`src/rtl/rgmii_cal_pkg.sv`:
```
// Shared types and constants for the RGMII RX clock-delay calibration block.
package rgmii_cal_pkg;

    typedef enum logic [2:0] {
        ST_IDLE,
        ST_LOAD,
        ST_SETTLE,
        ST_OBSERVE,
        ST_JUDGE,
        ST_APPLY
    } cal_state_e;

    localparam logic [7:0] PREAMBLE_BYTE = 8'h55;
    localparam logic [7:0] SFD_BYTE      = 8'hD5;
    localparam logic [7:0] STEP_LIMIT    = 8'd247;

endpackage

```
`src/rtl/rgmii_preamble_checker.sv`:
```
// Scores GMII RX frames: a frame starts on a valid 0->1 edge and is judged at its SFD.
// Emits one-cycle frame_good_o / frame_bad_o strobes, one cycle after the deciding byte.
module rgmii_preamble_checker
    import rgmii_cal_pkg::*;
#(
    parameter logic [2:0] MIN_PRE = 3'd5
) (
    input  logic       clk,
    input  logic       rst,
    input  logic       en_i,
    input  logic       valid_i,
    input  logic       error_i,
    input  logic [7:0] data_i,
    output logic       frame_good_o,
    output logic       frame_bad_o
);

    logic       prev_valid_q;
    logic       active_q;
    logic [2:0] pre_cnt_q;
    logic       frame_good_q;
    logic       frame_bad_q;

    logic       frame_byte_d;
    logic [2:0] pre_cnt_d;

    // NOTE: every always_comb output gets a value on every path, so no latch is inferred.
    always_comb begin
        frame_byte_d = en_i && valid_i && (active_q || !prev_valid_q);
        pre_cnt_d    = active_q ? pre_cnt_q : 3'd0;
    end

    // NOTE: non-blocking assignments make every register here sample pre-edge values.
    always_ff @(posedge clk or posedge rst) begin
        if (rst) begin
            prev_valid_q <= 1'b0;
            active_q     <= 1'b0;
            pre_cnt_q    <= 3'd0;
            frame_good_q <= 1'b0;
            frame_bad_q  <= 1'b0;
        end else begin
            prev_valid_q <= valid_i;
            frame_good_q <= 1'b0;
            frame_bad_q  <= 1'b0;
            if (!en_i) begin
                active_q <= 1'b0;
            end else if (frame_byte_d) begin
                if (error_i || (data_i != PREAMBLE_BYTE && data_i != SFD_BYTE)) begin
                    frame_bad_q <= 1'b1;
                    active_q    <= 1'b0;
                end else if (data_i == SFD_BYTE) begin
                    frame_good_q <= (pre_cnt_d >= MIN_PRE);
                    frame_bad_q  <= (pre_cnt_d <  MIN_PRE);
                    active_q     <= 1'b0;
                end else begin
                    // Saturate so long preambles never wrap below MIN_PRE.
                    active_q  <= 1'b1;
                    pre_cnt_q <= (pre_cnt_d == 3'd7) ? pre_cnt_d : pre_cnt_d + 3'd1;
                end
            end else if (active_q) begin
                frame_bad_q <= 1'b1;
                active_q    <= 1'b0;
            end
        end
    end

    assign frame_good_o = frame_good_q;
    assign frame_bad_o  = frame_bad_q;

endmodule

```
`src/rtl/rgmii_rx_delay_cal.sv`:
```
// Sweeps the RX clock-delay step, scores each step on received preambles and
// drives the centre of the widest passing window (lowest window wins ties).
module rgmii_rx_delay_cal
    import rgmii_cal_pkg::*;
#(
    parameter logic [7:0]  STEP_MIN     = 8'd0,
    parameter logic [7:0]  STEP_MAX     = 8'd247,
    parameter logic [7:0]  STEP_INC     = 8'd8,
    parameter logic [7:0]  DEFAULT_STEP = 8'hA0,
    parameter logic [15:0] SETTLE_CYC   = 16'd1024,
    parameter logic [7:0]  OBS_FRAMES   = 8'd16,
    parameter logic [23:0] TIMEOUT_CYC  = 24'd1250000,
    parameter logic [2:0]  MIN_PRE      = 3'd5
) (
    input  logic       rgmii_clk,
    input  logic       rst,
    input  logic       cal_start,
    input  logic       mac_rx_data_valid,
    input  logic       mac_rx_error,
    input  logic [7:0] mac_rx_data,
    output logic [7:0] delay_step,
    output logic       delay_load,
    output logic       cal_busy,
    output logic       cal_done,
    output logic       cal_fail,
    output logic [7:0] eye_width
);

    localparam logic [7:0] STEP_TOP = (STEP_MAX > STEP_LIMIT) ? STEP_LIMIT : STEP_MAX;

    cal_state_e  state_q;
    logic [7:0]  cur_q;
    logic [15:0] settle_cnt_q;
    logic [23:0] tmo_q;
    logic [7:0]  good_q;
    logic        bad_q;
    logic        run_open_q;
    logic [7:0]  run_start_q, run_len_q;
    logic [7:0]  best_lo_q, best_len_q;
    logic [7:0]  delay_step_q, eye_width_q;
    logic        delay_load_q, cal_busy_q, cal_done_q, cal_fail_q;
    logic        frame_good, frame_bad;

    logic [8:0]  next_step_d, centre_d;
    logic        step_pass_d, last_step_d;
    logic [7:0]  open_start_d, open_len_d, close_start_d, close_len_d, apply_step_d;

    rgmii_preamble_checker #(.MIN_PRE(MIN_PRE)) u_checker (
        .clk          (rgmii_clk),
        .rst          (rst),
        .en_i         (state_q == ST_OBSERVE),
        .valid_i      (mac_rx_data_valid),
        .error_i      (mac_rx_error),
        .data_i       (mac_rx_data),
        .frame_good_o (frame_good),
        .frame_bad_o  (frame_bad)
    );

    always_comb begin
        next_step_d   = {1'b0, cur_q} + {1'b0, STEP_INC};
        last_step_d   = next_step_d > {1'b0, STEP_TOP};
        step_pass_d   = (good_q == OBS_FRAMES) && !bad_q;
        open_start_d  = run_open_q ? run_start_q : cur_q;
        open_len_d    = run_open_q ? run_len_q + 8'd1 : 8'd1;
        close_start_d = step_pass_d ? open_start_d : run_start_q;
        close_len_d   = step_pass_d ? open_len_d : run_len_q;
        centre_d      = {1'b0, best_lo_q} + ((9'(best_len_q - 8'd1) * {1'b0, STEP_INC}) >> 1);
        apply_step_d  = (best_len_q != 8'd0) ? centre_d[7:0] : DEFAULT_STEP;
    end

    always_ff @(posedge rgmii_clk or posedge rst) begin
        if (rst) begin
            state_q      <= ST_IDLE;
            cur_q        <= STEP_MIN;
            settle_cnt_q <= 16'd0;
            tmo_q        <= 24'd0;
            good_q       <= 8'd0;
            bad_q        <= 1'b0;
            run_open_q   <= 1'b0;
            run_start_q  <= 8'd0;
            run_len_q    <= 8'd0;
            best_lo_q    <= 8'd0;
            best_len_q   <= 8'd0;
            delay_step_q <= DEFAULT_STEP;
            eye_width_q  <= 8'd0;
            delay_load_q <= 1'b0;
            cal_busy_q   <= 1'b0;
            cal_done_q   <= 1'b0;
            cal_fail_q   <= 1'b0;
        end else begin
            delay_load_q <= 1'b0;
            cal_done_q   <= 1'b0;
            unique case (state_q)
                ST_IDLE: if (cal_start) begin
                    cal_fail_q <= 1'b0;
                    run_open_q <= 1'b0;
                    run_len_q  <= 8'd0;
                    best_len_q <= 8'd0;
                    best_lo_q  <= 8'd0;
                    cur_q      <= STEP_MIN;
                    cal_busy_q <= 1'b1;
                    state_q    <= ST_LOAD;
                end
                ST_LOAD: begin
                    delay_step_q <= cur_q;
                    delay_load_q <= 1'b1;
                    settle_cnt_q <= 16'd0;
                    state_q      <= ST_SETTLE;
                end
                ST_SETTLE: if (settle_cnt_q == SETTLE_CYC - 16'd1) begin
                    good_q  <= 8'd0;
                    bad_q   <= 1'b0;
                    tmo_q   <= 24'd0;
                    state_q <= ST_OBSERVE;
                end else begin
                    settle_cnt_q <= settle_cnt_q + 16'd1;
                end
                ST_OBSERVE: if (good_q == OBS_FRAMES || bad_q || tmo_q == TIMEOUT_CYC) begin
                    state_q <= ST_JUDGE;
                end else begin
                    tmo_q <= tmo_q + 24'd1;
                    if (frame_good) good_q <= good_q + 8'd1;
                    if (frame_bad)  bad_q  <= 1'b1;
                end
                ST_JUDGE: begin
                    // A passing last step closes its run here so it can still win.
                    if (step_pass_d && !last_step_d) begin
                        run_open_q  <= 1'b1;
                        run_start_q <= open_start_d;
                        run_len_q   <= open_len_d;
                    end else begin
                        if (close_len_d > best_len_q) begin
                            best_len_q <= close_len_d;
                            best_lo_q  <= close_start_d;
                        end
                        run_open_q <= 1'b0;
                        run_len_q  <= 8'd0;
                    end
                    if (last_step_d) begin
                        state_q <= ST_APPLY;
                    end else begin
                        cur_q   <= next_step_d[7:0];
                        state_q <= ST_LOAD;
                    end
                end
                ST_APPLY: begin
                    delay_step_q <= apply_step_d;
                    delay_load_q <= (apply_step_d != delay_step_q);
                    eye_width_q  <= best_len_q;
                    cal_fail_q   <= (best_len_q == 8'd0);
                    cal_done_q   <= 1'b1;
                    cal_busy_q   <= 1'b0;
                    state_q      <= ST_IDLE;
                end
                default: state_q <= ST_IDLE;
            endcase
        end
    end

    assign delay_step = delay_step_q;
    assign delay_load = delay_load_q;
    assign cal_busy   = cal_busy_q;
    assign cal_done   = cal_done_q;
    assign cal_fail   = cal_fail_q;
    assign eye_width  = eye_width_q;

endmodule

```
`config.mk`:
```
export PLATFORM = sky130hd
export DESIGN_NAME = rgmii_rx_delay_cal
export DESIGN_NICKNAME = d
export VERILOG_FILES = /design/src/rtl/rgmii_cal_pkg.sv /design/src/rtl/rgmii_preamble_checker.sv /design/src/rtl/rgmii_rx_delay_cal.sv
export SDC_FILE = /design/constraint.sdc
export NUM_CORES = 1
export LEC_CHECK = 0
export BUFFER_PORTS_ARGS = -buffer_cell sky130_fd_sc_hd__buf_2
export CAP_MARGIN = 30
export CORE_MARGIN = 3
export CORE_UTILIZATION = 50
export DETAILED_ROUTE_END_ITERATION = 8
export GPL_TIMING_DRIVEN = 0
export PLACE_DENSITY = 0.69
export SYNTH_ARGS = -nofsm -noshare
export SYNTH_HDL_FRONTEND = slang
export SYNTH_HIERARCHICAL = 1
export SYNTH_SLANG_ARGS = --single-unit
```
`constraint.sdc`:
```
create_clock -name rgmii_clk -period 6.1 [get_ports rgmii_clk]
set_clock_uncertainty 0.1 [all_clocks]
set_input_delay 0.915 -clock rgmii_clk [delete_from_list [all_inputs] [get_ports rgmii_clk]]
set_output_delay 0.915 -clock rgmii_clk [all_outputs]
set_load 0.05 [all_outputs]
```
==> results of run 1 <==
[worst max-delay path, cell delays in order, from the launching register on]
cell and delay (ns):
dfrtp_1 0.42, inv_1 0.09, ha_1 0.14, nor4b_2 0.23, nand2_1 0.13, or2_0 0.22
buf_2 0.19, clkbuf_1 0.24, o21ai_0 0.36, ha_1 0.32, nor2b_1 0.15, o21a_1 0.16
o21a_1 0.16, o21bai_1 0.12, a21oi_1 0.12, o22ai_2 0.31, buf_4 0.25, mux2_2 0.34
[cells in the mapped netlist, drive strengths merged, types with 4 or more instances]
master / instances
dfrtp: 115
nand2: 81
nor2: 74
o21ai: 55
inv: 33
nand3: 32
a21oi: 28
xor2: 25
ha: 24
nor3: 21
xnor2: 20
clkbuf: 16
a22o: 15
mux2: 15
nand4: 12
nor2b: 11
and2: 9
buf: 9
or3: 9
mux2i: 8
and3: 7
a21o: 6
nor4b: 6
o31ai: 6
a31oi: 4
nor4: 4
[cell families (layout without fill, tap and decap cells)]
| group | Yosys count | in the layout | synth area share (%) |
|---|---|---|---|
| AOI/OAI and AO/OA | 136 | 136 | 13.4 |
| buffers and inverters | 58 | 123 | 3.73 |
| adders and majority gates | 26 | 26 | 5.18 |
| muxes | 23 | 23 | 3.89 |
| and+or+nand+nor | 280 | 280 | 21.9 |
| DFF | 117 | 117 | 45.8 |
| xor gates and xnor gates | 45 | 45 | 6.15 |
[stage by stage]
stage | hold slack, ns | utilization (%) | power (W) | cells
4_1_cts | 0.343 | 59.9 | 0.00247 | 918
3_3_place_gp | 0.357 | 55.2 | 0.00154 | 885
6_report | 0.349 | 59.9 | 0.00245 | 918
5_1_grt | 0.369 | 59.9 | 0.00259 | 918
2_1_floorplan | 0.342 | - | 0.00140 | 685
3_5_place_dp | 0.366 | 55.5 | 0.00156 | 886
[per-layer routing]
metal	wire length [um]	GRT usage [%]	up-vias
met5	0	0	-
met1	6010	26.0	2397
met4	151	6.73	0
li1	-	-	2500
met2	6680	34.0	88
met3	470	4.99	14
[power by group]
group / switching (W) / total, W / internal (W) / leakage (nW)
combinational: 0.000436 / 0.000626 / 0.000191 / 1.50
clock: 0.000325 / 0.000893 / 0.000568 / 0.271
sequential: 0.0000656 / 0.000927 / 0.000861 / 1.60
total: 0.000826 / 0.00245 / 0.00162 / 3.37
[how the worst max path moves through the flow]
stage | end | slack [ns]
floorplan | bad_q | 2.19
global placement | cal_done | 0.91
detailed placement | best_lo_q[7] | 1.98
CTS | best_lo_q[7] | 1.90
global route | best_len_q[0] | 1.51
finish | best_lo_q[7] | 1.93
[area by class of cell]
type	count	area, um^2
repair buffers	33	188
multi-input cells	510	3230
clock buffers	27	513
plain buffers	25	115
inverters	33	126
fillers	1017	4920
flip-flops and latches	117	2930
clock inverters	5	25.0
well taps	168	210
==> flow_metrics.py, run 1 <==
metrics = {
    "status": {
        "status": "finished clean",
    },
    "timing": {
        "worst_slew_pin_slew_ns": 0.841,
        "max_slew_margin_pct": 43.9,
        "drv_slew": 0,
        "finalSetupViolations": 0,
        "min_period_ns": 4.17,
        "fmax_mhz": 240,
        "finalHoldViolCount": 0,
        "tns_ns": 0,
        "rsz0062_at_grt": "false",
        "fin_ws_ns": 1.93,
        "finalCritPeriodShare_pct": 68.4,
    },
    "critical_path": {
        "required_ns": 6.29,
        "r2r_start": "good_q[0]",
        "cp-end-kind": "flip-flop",
        "worst_setup_path_start_kind": "flip-flop",
        "arrival_ns": 4.36,
        "r2r_slack_ns": 1.93,
        "path_max_fanout": 10,
        "rr_worst_depth": 17,
        "rr_endpoint": "best_lo_q[7]",
        "crit_path_start": "good_q[0]",
        "path_class": "flip-flop to flip-flop",
    },
    "floorplan": {
        "die_w_um": 119,
        "die_h_um": 119,
        "dieArea_um2": 14200,
        "io_pins": 33,
        "start_util_pct": 52.2,
        "core_um2": 12300,
        "rows": 40,
    },
    "placed_design": {
        "port_buffers": 32,
        "place_congestion": 0.856,
        "pre_cts_slack_ns": 1.98,
        "hpwl_mm": 9.80,
        "place_area_um2": 6800,
    },
    "clock_network": {
        "htreeDepth": 4,
        "cts_tree": "yes",
        "cts_buffers": 17,
        "clock_latency_ns": 0.41,
        "ctsHoldBuffers": 0,
        "cts_sinks": 117,
        "cts_resized": 0,
        "postCtsSetupBuffers": 0,
        "path_clk_slew_ns": 0.05,
        "clk_path_buf_depth": 2,
        "root_buffer": "clkbuf_16",
    },
    "final_layout": {
        "top_register": "tmo_q",
        "drive_above_1_share_pct": 13.6,
        "top_regs": "tmo_q (24), settle_cnt_q (16)",
        "largest_reg_flops": 24,
        "final_area_um2": 7340,
        "syn_to_final_growth_pct": 14.7,
        "final_nets": 775,
        "final_common_cell": "dfrtp_1",
        "n_antenna_cell": 0,
        "mostFrequentLayoutCells": "dfrtp_1 (115), nand2_1 (81), nor2_1 (72)",
    },
    "synthesis": {
        "async_flop_share_pct": 100,
        "yosys.cell_types.count": 64,
        "netlist_area_um2": 6400,
        "synth.area.top_cells": "dfrtp_1 (45%), nand2_1 (4.7%), ha_1 (4.7%)",
        "synth_top_area_share_pct": 44.9,
        "synth_top_area_cell": "dfrtp_1",
        "synth_ff_type": "dfrtp_1",
        "postSynthAreaPerCell_um2": 9.35,
        "yosysSeqAreaShare_pct": 45.8,
        "synth_warnings": 6,
        "syn_inst": 685,
        "synth_edf_count": 0,
        "synth_seq_cells": 117,
        "syn_nets": 723,
    },
    "run": {
        "drv_cap": 0,
    },
    "global_routing": {
        "grt_max_degree": 70,
        "grt_pass1_wl_mm": 23.5,
        "overflow": 0,
        "grt_antenna_before_repair": 0,
        "grt_usage_pct": 20.4,
        "grt_pass1_vias": 4980,
    },
    "pwr": {
        "power_density_nw_per_um2": 333,
        "p_leak_nw": 3.37,
        "irDropWorstVdd_uv": 219,
    },
    "route": {
        "ant_nets": 0,
        "routed_via_density": 5.45,
        "wirelength_mm": 13.3,
        "wl_per_cell_um": 14.5,
        "drt_pass1_iterations": 5,
        "drc": 0,
        "vias": 4999,
        "drt-initial-drc-count": 300,
    },
    "min_path": {
        "hold_path_class": "input pin to asynchronous set/reset pin",
    },
}
(Power assumes the default switching activity.)
==> inputs of run 2 (changes only) <==
--- a/config.mk
+++ b/config.mk
@@ -5,13 +5,14 @@
 export SDC_FILE = /design/constraint.sdc
 export NUM_CORES = 1
 export LEC_CHECK = 0
+export ABC_AREA = 1
 export BUFFER_PORTS_ARGS = -buffer_cell sky130_fd_sc_hd__buf_2
 export CAP_MARGIN = 30
 export CORE_MARGIN = 3
 export CORE_UTILIZATION = 50
 export DETAILED_ROUTE_END_ITERATION = 8
 export GPL_TIMING_DRIVEN = 0
-export PLACE_DENSITY = 0.69
+export PLACE_DENSITY = 0.72
 export SYNTH_ARGS = -nofsm -noshare
 export SYNTH_HDL_FRONTEND = slang
 export SYNTH_HIERARCHICAL = 1
==> constraint.sdc (replaced) <==
create_clock -name rgmii_clk -period 3.7 [get_ports rgmii_clk]
set_clock_uncertainty 0.1 [all_clocks]
set_input_delay 0.555 -clock rgmii_clk [delete_from_list [all_inputs] [get_ports rgmii_clk]]
set_output_delay 0.555 -clock rgmii_clk [all_outputs]
set_load 0.05 [all_outputs]
==> flow_metrics.py, run 2 <==
metrics = {
    "global_routing": {
        "grt_pass1_wl_mm": 27.8,
        "grt_max_degree": 62,
        "grt_antenna_before_repair": 0,
        "grt_usage_pct": 21.5,
        "grt_pass1_vias": 5796,
        "overflow": 0,
    },
    "synthesis": {
        "netlist_area_um2": 7020,
        "yosysSeqAreaShare_pct": 41.8,
        "synth_ff_type": "dfrtp_1",
        "yosys.cell_types.count": 48,
        "postSynthAreaPerCell_um2": 7.68,
        "yosys-top-cells-count": "nand2_1 (210), inv_1 (122), dfrtp_1 (115), o21ai_0 (71), nand3_1 (70)",
        "async_flop_share_pct": 100,
        "synth_most_common_cell": "nand2_1",
        "synth_top_area_cell": "dfrtp_1",
        "synth_edf_count": 0,
        "synth_warnings": 6,
        "syn_inst": 914,
        "synth_top_area_share_pct": 41.0,
        "synth.area.top_cells": "dfrtp_1 (41%), nand2_1 (11%), inv_1 (6.5%)",
        "syn_nets": 952,
        "synth_seq_cells": 117,
    },
    "timing": {
        "fin_ws_ns": 0.503,
        "max_slew_margin_pct": 47.0,
        "holdWs_ns": 0.00260,
        "drv_slew": 0,
        "min_period_ns": 3.20,
        "worst_slew_pin_slew_ns": 0.795,
        "fmax_mhz": 313,
        "rsz0062_at_grt": "false",
        "finalHoldViolCount": 0,
        "finalSetupViolations": 0,
        "finalCritPeriodShare_pct": 86.4,
        "tns_ns": 0,
    },
    "route": {
        "drt_pass1_iterations": 5,
        "drt-initial-drc-count": 404,
        "ant_nets": 0,
        "wirelength_mm": 16.2,
        "drc": 0,
        "wl_per_cell_um": 14.0,
        "routed_via_density": 5.34,
        "vias": 6160,
    },
    "clock_network": {
        "cts_tree": "yes",
        "clk_path_buf_depth": 2,
        "cts_sinks": 117,
        "postCtsSetupBuffers": 0,
        "ctsHoldBuffers": 0,
        "clock_latency_ns": 0.42,
        "cts_buffers": 17,
        "root_buffer": "clkbuf_16",
        "path_clk_slew_ns": 0.05,
        "cts_resized": 0,
        "htreeDepth": 4,
    },
    "status": {
        "status": "finished clean",
    },
    "floorplan": {
        "core_um2": 13500,
        "dieArea_um2": 15500,
        "die_w_um": 124,
        "io_pins": 33,
        "rows": 42,
        "start_util_pct": 52.0,
        "die_h_um": 124,
    },
    "critical_path": {
        "crit_slowest_cell": "dfrtp_1",
        "required_ns": 3.89,
        "crit_path_max_incr_delay_ns": 0.39,
        "cp-end-kind": "flip-flop",
        "r2r_slack_ns": 0.50,
        "rr_endpoint": "best_lo_q[2]",
        "arrival_ns": 3.39,
        "path_max_fanout": 10,
        "path_class": "flip-flop to flip-flop",
        "cp_cell_sequence": "inv_1 > ha_1 > nand2_1 > nor3_4 > buf_4 > o21ai_0 > ha_1 > nand2_1 > nor3_1 > nand2_1 > nand3b_1 > nand2_1 > nand2_1 > nand3_2 > buf_2 > nand2_1 > o21ai_0",
        "crit_top_cell": "nand2_1",
        "worst_setup_path_start_kind": "flip-flop",
        "r2r_start": "good_q[0]",
        "rr_worst_depth": 17,
    },
    "final_layout": {
        "largest_reg_flops": 24,
        "top_register": "tmo_q",
        "fillCellCount": 1208,
        "utilization_pct": 59.5,
        "drive_above_1_share_pct": 11.9,
        "mostFrequentLayoutCells": "nand2_1 (210), inv_1 (121), dfrtp_1 (115)",
        "n_antenna_cell": 0,
        "syn_to_final_growth_pct": 14.6,
        "final_common_cell": "nand2_1",
        "top_regs": "tmo_q (24), settle_cnt_q (16)",
        "final_nets": 1004,
    },
    "pwr": {
        "power_density_nw_per_um2": 572,
        "p_leak_nw": 3.77,
        "report.power.total_w": 0.00460,
        "irDropWorstVdd_uv": 350,
    },
    "run": {
        "drv_cap": 0,
    },
    "placed_design": {
        "place_congestion": 0.907,
        "port_buffers": 32,
        "hpwl_mm": 11.6,
        "pre_cts_slack_ns": 0.545,
    },
    "min_path": {
        "hold_path_class": "input pin to asynchronous set/reset pin",
    },
}
==> run 2: area by class of cell <==
cell class	instances	area [um^2]	area share [%]
buffer	25	138	1.71
inverter	128	483	6.01
clock inverter	10	155	1.93
timing repair buffer	33	188	2.33
tap	176	220	2.74
multi-input combinational	644	3470	43.2
clock buffer	20	457	5.68
sequential	117	2930	36.4
==> run 2: metrics by stage <==
| step | area [um^2] | cells |
|---|---|---|
| floorplan | 7020 | 914 |
| global placement | 7400 | 1122 |
| detailed placement | 7430 | 1123 |
| CTS | 8040 | 1153 |
| global route | 8040 | 1153 |
| finish | 8040 | 1153 |
==> run 2: power by group <==
| part | switching (W) | total [W] | internal, W |
|---|---|---|---|
| sequential | 0.000121 | 0.00153 | 0.00141 |
| clock | 0.000576 | 0.00172 | 0.00115 |
| combinational | 0.000965 | 0.00135 | 0.000387 |
==> run 2: kinds of logic (layout without fill, tap and decap cells) <==
kind of cell             count (synthesis)  in the layout  synth area share (%)
AND/OR/NAND/NOR                        433            433                  28.5
AO/OA/AOI/OAI                          157            157                  12.7
buffers and inverters                  153            216                  8.81
flip-flops                             117            117                  41.8
XOR/XNOR                                29             29                  3.62
adder cells (fa/ha/maj)                 25             25                  4.56
==> run 2: per-layer routing <==
layer,GRT usage (%),wire length [um]
met3,4.85,766
met4,6.13,212
met1,30.2,7930
met5,0,0
met2,33.5,7270
==> run 2: how the worst max path moves through the flow <==
stage / startpoint / to / slack, ns / cells past startpoint
after floorplan: rst / bad_q / 0.15 / 1
after global placement: rst / cal_fail / -1.19 / 2
after detailed placement: good_q[0] / best_lo_q[2] / 0.55 / 17
after CTS: good_q[0] / best_lo_q[0] / 0.53 / 18
after global routing: good_q[0] / best_lo_q[3] / 0.24 / 18
final: good_q[0] / best_lo_q[2] / 0.50 / 17
==> run 2: worst max-delay path, delay by kind of cell (launching register included) <==
family | cells | cell delay, ns
buffers and inverters | 3 | 0.55
flip-flops | 1 | 0.39
AO/OA/AOI/OAI | 2 | 0.26
adder cells (fa/ha/maj) | 2 | 0.51
AND/OR/NAND/NOR | 10 | 1.28
==> inputs of run 3 (changes only) <==
--- a/config.mk
+++ b/config.mk
@@ -8,11 +8,14 @@
 export ABC_AREA = 1
 export BUFFER_PORTS_ARGS = -buffer_cell sky130_fd_sc_hd__buf_2
 export CAP_MARGIN = 30
+export CELL_PAD_IN_SITES_DETAIL_PLACEMENT = 1
+export CELL_PAD_IN_SITES_GLOBAL_PLACEMENT = 1
 export CORE_MARGIN = 3
-export CORE_UTILIZATION = 50
+export CORE_UTILIZATION = 42
 export DETAILED_ROUTE_END_ITERATION = 8
+export GPL_ROUTABILITY_DRIVEN = 0
 export GPL_TIMING_DRIVEN = 0
-export PLACE_DENSITY = 0.72
+export PLACE_DENSITY = 0.79
 export SYNTH_ARGS = -nofsm -noshare
 export SYNTH_HDL_FRONTEND = slang
 export SYNTH_HIERARCHICAL = 1
==> flow_metrics.py, run 3 (synthesis gave the netlist of run 2 again) <==
metrics = {
    "pwr": {
        "report.power.total_w": 0.00473,
        "seqPwrFrac_pct": 32.4,
        "irDropWorstVdd_uv": 366,
        "comb_power_share_pct": 29.6,
        "clkPwrFrac_pct": 38.0,
        "p_leak_nw": 3.79,
        "power_density_nw_per_um2": 582,
        "internal_power_w": 0.00298,
        "p_sw_w": 0.00175,
        "sw_frac_of_total_pct": 37.1,
    },
    "global_routing": {
        "grt_usage_pct": 22.2,
        "overflow": 0,
        "grt_max_degree": 91,
        "grt_antenna_before_repair": 0,
        "grt_pass1_vias": 6669,
        "grt_pass1_wl_mm": 32.9,
    },
    "final_layout": {
        "n_antenna_cell": 0,
        "syn_to_final_growth_pct": 15.9,
        "top_regs": "tmo_q (24), settle_cnt_q (16)",
        "utilization_pct": 50.5,
        "mostFrequentLayoutCells": "nand2_1 (210), inv_1 (121), dfrtp_1 (115)",
        "final_common_cell": "nand2_1",
        "final_nets": 1005,
        "largest_reg_flops": 24,
        "final_area_um2": 8130,
        "instances_no_fill": 1196,
        "top_register": "tmo_q",
        "drive_above_1_share_pct": 12.1,
    },
    "timing": {
        "min_period_ns": 3.33,
        "worst_slew_pin_slew_ns": 0.794,
        "rsz0062_at_grt": "false",
        "finalCritPeriodShare_pct": 89.9,
        "drv_slew": 0,
        "fmax_mhz": 301,
        "finalSetupViolations": 0,
        "max_slew_margin_pct": 46.6,
        "fin_ws_ns": 0.374,
        "finalHoldViolCount": 0,
    },
    "clock_network": {
        "htreeDepth": 4,
        "clock_latency_ns": 0.42,
        "clk_path_buf_depth": 2,
        "cts_sinks": 117,
        "path_clk_slew_ns": 0.06,
        "root_buffer": "clkbuf_16",
        "cts_buffers": 17,
        "cts_tree": "yes",
        "postCtsSetupBuffers": 0,
    },
    "min_path": {
        "hold_path_class": "input pin to flip-flop",
        "holdCritStartpoint": "mac_rx_data_valid",
        "worstHoldPathCells": 1,
    },
    "critical_path": {
        "crit_path_max_incr_delay_ns": 0.39,
        "arrival_ns": 3.57,
        "crit_path_start": "good_q[0]",
        "crit_slowest_cell": "dfrtp_1",
        "worst_setup_path_start_kind": "flip-flop",
        "r2r_start": "good_q[0]",
        "path_delay_family": "simple AND/OR/NAND/NOR gates",
        "cp-end-kind": "flip-flop",
        "crit_top_cell": "nand2_1",
        "crit_cells": 18,
        "path_max_fanout": 10,
        "rr_worst_depth": 18,
        "path_class": "flip-flop to flip-flop",
        "required_ns": 3.94,
        "cp_cell_sequence": "inv_1 > ha_1 > nand2_1 > nor3_4 > buf_4 > o211ai_1 > o21ai_1 > ha_1 > a21oi_1 > nor2_1 > o21ai_0 > nand3b_1 > nand2_1 > nand2_1 > nand3_2 > buf_2 > nand2_1 > o21ai_0",
        "critPathBufInv": 3,
        "r2r_slack_ns": 0.37,
    },
    "floorplan": {
        "die_h_um": 135,
        "io_pins": 33,
        "dieArea_um2": 18300,
        "core_um2": 16100,
        "die_w_um": 135,
        "rows": 46,
        "start_util_pct": 43.5,
    },
    "placed_design": {
        "hpwl_mm": 13.9,
        "dp.cells": 1163,
        "port_buffers": 32,
        "pre_cts_slack_ns": 0.416,
        "place_area_um2": 7480,
    },
    "route": {
        "wl_met3_um": 529,
        "wl_per_cell_um": 16.1,
        "vias": 6410,
        "drt-initial-drc-count": 295,
        "drc": 0,
        "wl_met1_mm": 9.25,
        "drt_pass1_iterations": 5,
        "routed_via_density": 5.36,
        "ant_nets": 0,
        "wl_met2_mm": 9.06,
        "wirelength_mm": 19.2,
        "top_layer_used": "met4",
    },
    "status": {
        "status": "finished clean",
    },
    "run": {
        "drv_cap": 0,
    },
}
run 3: per-layer routing:
metal,track usage (%),vias up
li1,-,3138
met1,30.2,3136
met2,36.6,104
met3,3.12,32
met4,7.61,0
met5,0,-
run 3: area by class of cell:
| type | count | area, um^2 |
|---|---|---|
| Fill cell | 2004 | 7980 |
| Multi-Input combinational cell | 644 | 3470 |
| Sequential cell | 117 | 2930 |
| Inverter | 128 | 485 |
| Clock buffer | 20 | 467 |
| Tap cell | 216 | 270 |
| Timing Repair Buffer | 34 | 198 |
| Clock inverter | 12 | 175 |
| Buffer | 25 | 138 |
run 3: through the flow:
stage | hold slack (ns) | TNS (ns)
floorplan | 0.258 | 0
global placement | 0.361 | -144.51
detailed placement | 0.374 | 0
CTS | 0.140 | 0
global route | 0.150 | 0
finish | 0.157 | 0
run 3: repair_timing:
action                                 4_1_cts  5_1_grt
resized for setup                            0        0
hold buffers                                 1        0
endpoints found under the hold margin       20        0
run 3: power by group through the flow:
stage	combinational (W)	clock, W	sequential, W
final	0.00140	0.00180	0.00153
after global routing	0.00158	0.00188	0.00155
after CTS	0.00141	0.00183	0.00153
after detailed placement	0.00139	0	0.00155
after global placement	0.00136	0	0.00155
after floorplan	0.000879	0	0.00166
run 3: final timing paths:
| kind | endpoint |
|---|---|
| setup / recovery | best_lo_q[2] |
| hold / removal | u_checker/prev_valid_q |
| setup reg to reg | best_lo_q[2] |
| hold reg to reg | cal_busy |
| max in group asynchronous | delay_step[7] |
| min in group asynchronous | good_q[2] |
